$ cat src/rtl/seg_scan_display.sv
// Multiplexed common-anode 7-segment scanner with frame-coherent shadow capture, dp, blink and LZ blanking.
// Optional macro SEG_SCAN_DIM_EN adds a 3-bit per-frame brightness (PWM within each digit slot).
module seg_scan_display #(
  parameter int NUM_DIGITS  = 6,
  parameter int SCAN_DIV    = 200000,
  parameter int BLINK_TICKS = 125,
  parameter int HEX_EN      = 0
) (
  input  logic                    clk,
  input  logic                    rst,
  input  logic [4*NUM_DIGITS-1:0] digits,
  input  logic [NUM_DIGITS-1:0]   dp,
  input  logic [NUM_DIGITS-1:0]   blink,
  input  logic                    lz_en,
`ifdef SEG_SCAN_DIM_EN
  input  logic [2:0]              bright,
`endif
  output logic [7:0]              seg_out,
  output logic [NUM_DIGITS-1:0]   seg_en
);

  localparam int DIV_W = (SCAN_DIV > 1) ? $clog2(SCAN_DIV) : 1;
  localparam int IDX_W = (NUM_DIGITS > 1) ? $clog2(NUM_DIGITS) : 1;
  localparam int BLK_W = (BLINK_TICKS > 1) ? $clog2(BLINK_TICKS) : 1;

  localparam logic [DIV_W-1:0] DIV_LAST = DIV_W'(SCAN_DIV - 1);
  localparam logic [IDX_W-1:0] IDX_LAST = IDX_W'(NUM_DIGITS - 1);
  localparam logic [BLK_W-1:0] BLK_LAST = BLK_W'(BLINK_TICKS - 1);

  function automatic logic [6:0] glyph(input logic [3:0] v);
    logic [6:0] g;
    g = 7'b1111111;
    case (v)
      4'h0: g = 7'b1000000;
      4'h1: g = 7'b1111001;
      4'h2: g = 7'b0100100;
      4'h3: g = 7'b0110000;
      4'h4: g = 7'b0011001;
      4'h5: g = 7'b0010010;
      4'h6: g = 7'b0000010;
      4'h7: g = 7'b1111000;
      4'h8: g = 7'b0000000;
      4'h9: g = 7'b0010000;
      4'hA: if (HEX_EN != 0) g = 7'b0001000;
      4'hB: if (HEX_EN != 0) g = 7'b0000011;
      4'hC: if (HEX_EN != 0) g = 7'b1000110;
      4'hD: if (HEX_EN != 0) g = 7'b0100001;
      4'hE: if (HEX_EN != 0) g = 7'b0000110;
      4'hF: if (HEX_EN != 0) g = 7'b0001110;
      default: ;
    endcase
    return g;
  endfunction

  logic [DIV_W-1:0]        div_cnt;
  logic [IDX_W-1:0]        idx;
  logic [BLK_W-1:0]        blink_cnt;
  logic                    blink_phase;
  logic                    load_pending;

  logic [4*NUM_DIGITS-1:0] sh_digits;
  logic [NUM_DIGITS-1:0]   sh_dp;
  logic [NUM_DIGITS-1:0]   sh_blink;
  logic                    sh_lz;
`ifdef SEG_SCAN_DIM_EN
  logic [2:0]              sh_bright;
`endif

  logic                    tick;
  logic                    idx_last;
  logic                    frame_start;
  logic [NUM_DIGITS-1:0]   lz_blank;
  logic [3:0]              cur_val;
  logic                    dim_off;
  logic                    blanked;
  logic [NUM_DIGITS-1:0]   en_onehot;

  // NOTE: every signal written in always_comb gets a default first, so no path can infer a latch.
  always_comb begin
    logic all_zero;
    tick        = (div_cnt == DIV_LAST);
    idx_last    = (idx == IDX_LAST);
    frame_start = (tick && idx_last) || load_pending;
    cur_val     = sh_digits[{idx, 2'b00} +: 4];
    en_onehot   = NUM_DIGITS'(1) << idx;
    lz_blank    = '0;
    all_zero    = 1'b1;
    // A digit is suppressed only if it and every more significant digit are zero.
    for (int i = NUM_DIGITS - 1; i >= 0; i--) begin
      all_zero    = all_zero && (sh_digits[4*i +: 4] == 4'h0);
      lz_blank[i] = sh_lz && all_zero && (i != 0);
    end
`ifdef SEG_SCAN_DIM_EN
    begin
      logic [DIV_W+3:0] dim_prod;
      dim_prod = (DIV_W+4)'({1'b0, sh_bright} + 4'd1) * (DIV_W+4)'(SCAN_DIV);
      dim_off  = !((DIV_W+4)'(div_cnt) < (dim_prod >> 3));
    end
`else
    dim_off = 1'b0;
`endif
    // Shadows are not yet valid while load_pending, so keep the tubes dark.
    blanked = load_pending || (blink_phase && sh_blink[idx]) || lz_blank[idx] || dim_off;
  end

  // NOTE: sequential state uses non-blocking assignments so every register samples pre-edge values.
  always_ff @(posedge clk) begin
    if (rst) begin
      div_cnt      <= '0;
      idx          <= '0;
      blink_cnt    <= '0;
      blink_phase  <= 1'b0;
      load_pending <= 1'b1;
      sh_digits    <= '0;
      sh_dp        <= '0;
      sh_blink     <= '0;
      sh_lz        <= 1'b0;
`ifdef SEG_SCAN_DIM_EN
      sh_bright    <= '0;
`endif
      seg_out      <= 8'hFF;
      seg_en       <= '1;
    end else begin
      div_cnt <= tick ? '0 : div_cnt + DIV_W'(1);

      if (tick) begin
        idx <= idx_last ? '0 : idx + IDX_W'(1);
        if (blink_cnt == BLK_LAST) begin
          blink_cnt   <= '0;
          blink_phase <= ~blink_phase;
        end else begin
          blink_cnt <= blink_cnt + BLK_W'(1);
        end
      end

      if (frame_start) begin
        sh_digits    <= digits;
        sh_dp        <= dp;
        sh_blink     <= blink;
        sh_lz        <= lz_en;
`ifdef SEG_SCAN_DIM_EN
        sh_bright    <= bright;
`endif
        load_pending <= 1'b0;
      end

      if (blanked) begin
        seg_out <= 8'hFF;
        seg_en  <= '1;
      end else begin
        seg_out <= {~sh_dp[idx], glyph(cur_val)};
        seg_en  <= ~en_onehot;
      end
    end
  end

endmodule

$ cat config.mk
export PLATFORM = sky130hd
export DESIGN_NAME = seg_scan_display
export DESIGN_NICKNAME = d
export VERILOG_FILES = /design/src/rtl/seg_scan_display.sv
export SDC_FILE = /design/constraint.sdc
export NUM_CORES = 1
export LEC_CHECK = 0
export ABC_CLOCK_PERIOD_IN_PS = 5400
export BUFFER_PORTS_ARGS = -buffer_cell sky130_fd_sc_hd__buf_4
export CORE_ASPECT_RATIO = 0.75
export CORE_MARGIN = 4
export CORE_UTILIZATION = 60
export DETAILED_ROUTE_END_ITERATION = 8
export PLACE_DENSITY_LB_ADDON = 0.1
export SLEW_MARGIN = 10
export SYNTH_ARGS = -nofsm -noshare
export SYNTH_HDL_FRONTEND = slang
export SYNTH_SLANG_ARGS = --single-unit
$ cat constraint.sdc
create_clock -name clk -period 5.4 [get_ports clk]
set_clock_uncertainty 0.05 [all_clocks]
set_input_delay 0.54 -clock clk [delete_from_list [all_inputs] [get_ports clk]]
set_output_delay 0.54 -clock clk [all_outputs]
set_load 0.02 [all_outputs]
==> flow_metrics.tcl <==
set metrics [dict create \
    power_w 0.00122 \
    gp_congestion 0.870 \
    synthFlopType "dfxtp_1" \
    combinationalPowerShare_pct 9.1 \
    dpl.cell_count 470 \
    num_vias 2671 \
    dieArea_mm2 0.00735 \
    syn_to_final_growth_pct 15.8 \
    netlist_area_mm2 0.00362 \
    drcViolationCount 0 \
    root_buffer "clkbuf_8" \
    final_common_cell "dfxtp_1" \
    htree_levels 3 \
    relSlewSlack_pct 29.2 \
    synthDistinctLibCells 52 \
    fin_ws_ps 2600 \
    synth.ff_latch_count 81 \
    worst_pin_slew_ps 1060 \
    grt_busiest_layer "met1" \
    p_sw_w 0.000283 \
    ant_nets 0 \
    start_util_pct 62.1 \
    hp-start "dp[2]" \
    use_met1_pct 29.8 \
    p_sw_share_pct 23.2 \
    rsz0062_at_grt "false" \
    yosys.area_share.simple_pct 20.0 \
    antenna_found_initial 0 \
    hold_violations 0 \
    drt_iter0_markers 153 \
    synth_top_family_by_area "simple AND/OR/NAND/NOR gates" \
    ys_async_sr_fraction_pct 0 \
    final_cell_mix "81 x dfxtp_1, 73 x nor2_1, 53 x buf_4" \
    synth-compound-area-share_pct 6.88 \
    clock_latency_ps 350 \
    gr-total-overflow 0 \
    drv_slew 0 \
    period_needed_ps 2800 \
    io_pins 53 \
    worst_setup_path_start_kind "flop" \
    fin_crit_sh_pct 51.9 \
    fillers 449 \
    post-place-ws_ps 2600 \
    hold_class "primary input to flop" \
    use_met3_pct 5.74 \
    track_usage_pct 20.0 \
    grt_use_met2_pct 27.0 \
    firstDrtPassIters 4 \
    finalNonFillerCells 485 \
    ys_seq_area_share_pct 44.8 \
    vdd_drop_max_v 0.000168 \
    fmax_mhz 357 \
    seqPwrFrac_pct 52.2 \
    fin_setup_tns_ps 0 \
    outcome "finished clean" \
    setup_viol 0 \
    core_mm2 0.00583 \
    die_h_um 75.2 \
    holdBufCountCts 0 \
    synth_xor_area_share_pct 6.26 \
    io_buffers 52 \
    p_int_w 0.000935 \
    placed_cell_area_mm2 0.00398 \
    synthAdderAreaFrac_pct 1.38 \
    fin_nets 446 \
    cts_tree "done" \
    cts_buffers 9 \
    crit_arrival_ps 2940 \
    fin_area_mm2 0.00419 \
    diodes 0 \
    critPathMaxFanout 22 \
    clkSinkCount 81 \
    syn_inst 357 \
    wire_per_inst_um 14.5 \
    cap_violations 0 \
    r2r-start "idx[0]" \
    cts_resized 0 \
    synth_edf_count 0 \
    grt_max_degree 48 \
    cts.clk_slew.worst_paths_ps 80 \
    drive_gt1_share_pct 22.4 \
    viasPerCell 5.51 \
    yosys_warnings 0 \
    syn_avg_cell_area_um2 10.1 \
    grt_pass1_wl_um 11600 \
    post_cts_buffers 0 \
    num_rows 24 \
    power_leakage_nw 1.71 \
    dieWidth_um 97.7 \
    dpl.hpwl_um 5040 \
    synth_nets 400 \
    finalWirelength_um 7050 \
    clkPwrFrac_pct 38.7 \
    cp.required_ps 5540 \
    cp-startpoint "idx[0]" \
    max-clock-path-buffers 2 \
    grt_pass1_vias 2406 \
    criticalPathCategory "flop to flop" \
    muxShareOfSynthArea_pct 16.0 \
    endpoint_kind "flop" \
    powerDensity_mw_per_mm2 291 \
    r2r_slack_ps 2600 \
]
-- state kept, by name, indices dropped and copies added (netlist names), 3 cells and up --
register / flops
sh_dp: 6
seg_en: 6
seg_out: 8
sh_digits: 24
blink_cnt: 7
sh_blink: 6
idx: 3
div_cnt: 18
-- power groups by stage --
stage	Clock, W	Sequential, W	Combinational [W]
floorplan	0	0.000649	0.0000729
global placement	0	0.000649	0.000109
detailed placement	0	0.000649	0.000111
CTS	0.000480	0.000635	0.000112
global route	0.000507	0.000638	0.000122
finish	0.000471	0.000636	0.000111
-- cells by family (layout without fill, tap and decap cells) --
| logic type | after synthesis | after routing |
|---|---|---|
| adder cells (fa/ha/maj) | 4 | 4 |
| XOR/XNOR | 25 | 25 |
| AND/OR/NAND/NOR | 146 | 146 |
| multiplexers | 49 | 49 |
| flip-flops | 81 | 81 |
| buffers and inverters | 25 | 75 |
| AO/OA/AOI/OAI | 27 | 27 |
-- final cells by class --
cell class / count / area, um2 / area share [%]
clock inverter: 5 / 81.3 / 1.94
sequential: 81 / 1620 / 38.7
inverter: 7 / 26.3 / 0.627
multi-input combinational: 251 / 1840 / 43.9
timing repair buffer: 53 / 398 / 9.50
tap: 78 / 97.6 / 2.33
clock buffer: 10 / 128 / 3.05
-- metrics by stage --
| step | utilization [%] | hold WS [ps] |
|---|---|---|
| 6_report | 71.9 | 365 |
| 5_1_grt | 71.9 | 355 |
| 4_1_cts | 71.9 | 357 |
| 3_5_place_dp | 68.3 | 404 |
| 3_3_place_gp | 68.3 | 392 |
| 2_1_floorplan | - | 376 |
-- critical path, stage by stage (launching register included) --
cell,delay (ps)
dfxtp_1,990
mux4_2,600
nand3_1,90
o21ai_1,90
a2111oi_4,610
o21ai_0,210
-- cells in the mapped netlist (all sizes together) (2+ instances only) --
master   number  area, um2
mux2i        38        380
dfxtp        81       1620
and4          3       27.5
and2          6       38.8
mux2          5       56.3
nor2         73        274
nand4         7       43.8
xnor2        14        123
and3          7       45.1
a21oi         7       35.0
nand2        16       60.1
clkbuf        6       22.5
inv           7       26.3
a22oi         4       53.8
nand3        16       85.1
ha            4       50.1
o31ai         2       20.0
nand2b        2       12.5
mux4          6        143
buf          12        120
a2111oi       2       42.5
nor3          5       25.0
nor4          7       73.8
o21ai         5       25.0
xor2         11        104
a22o          2       17.5
-- path summary, 6_finish.rpt --
kind           endpoint  cells after the start
max reg2reg  seg_out[2]                      5
min reg2reg  div_cnt[0]                      1
max          seg_out[2]                      5
min            sh_dp[2]                      3
-- routing by layer --
layer  up-vias  wire (um)
met5         -          0
met4         0        105
met3        14        453
met2        74       2920
met1      1247       3570
li1       1336          -
(Power assumes the default switching activity.)
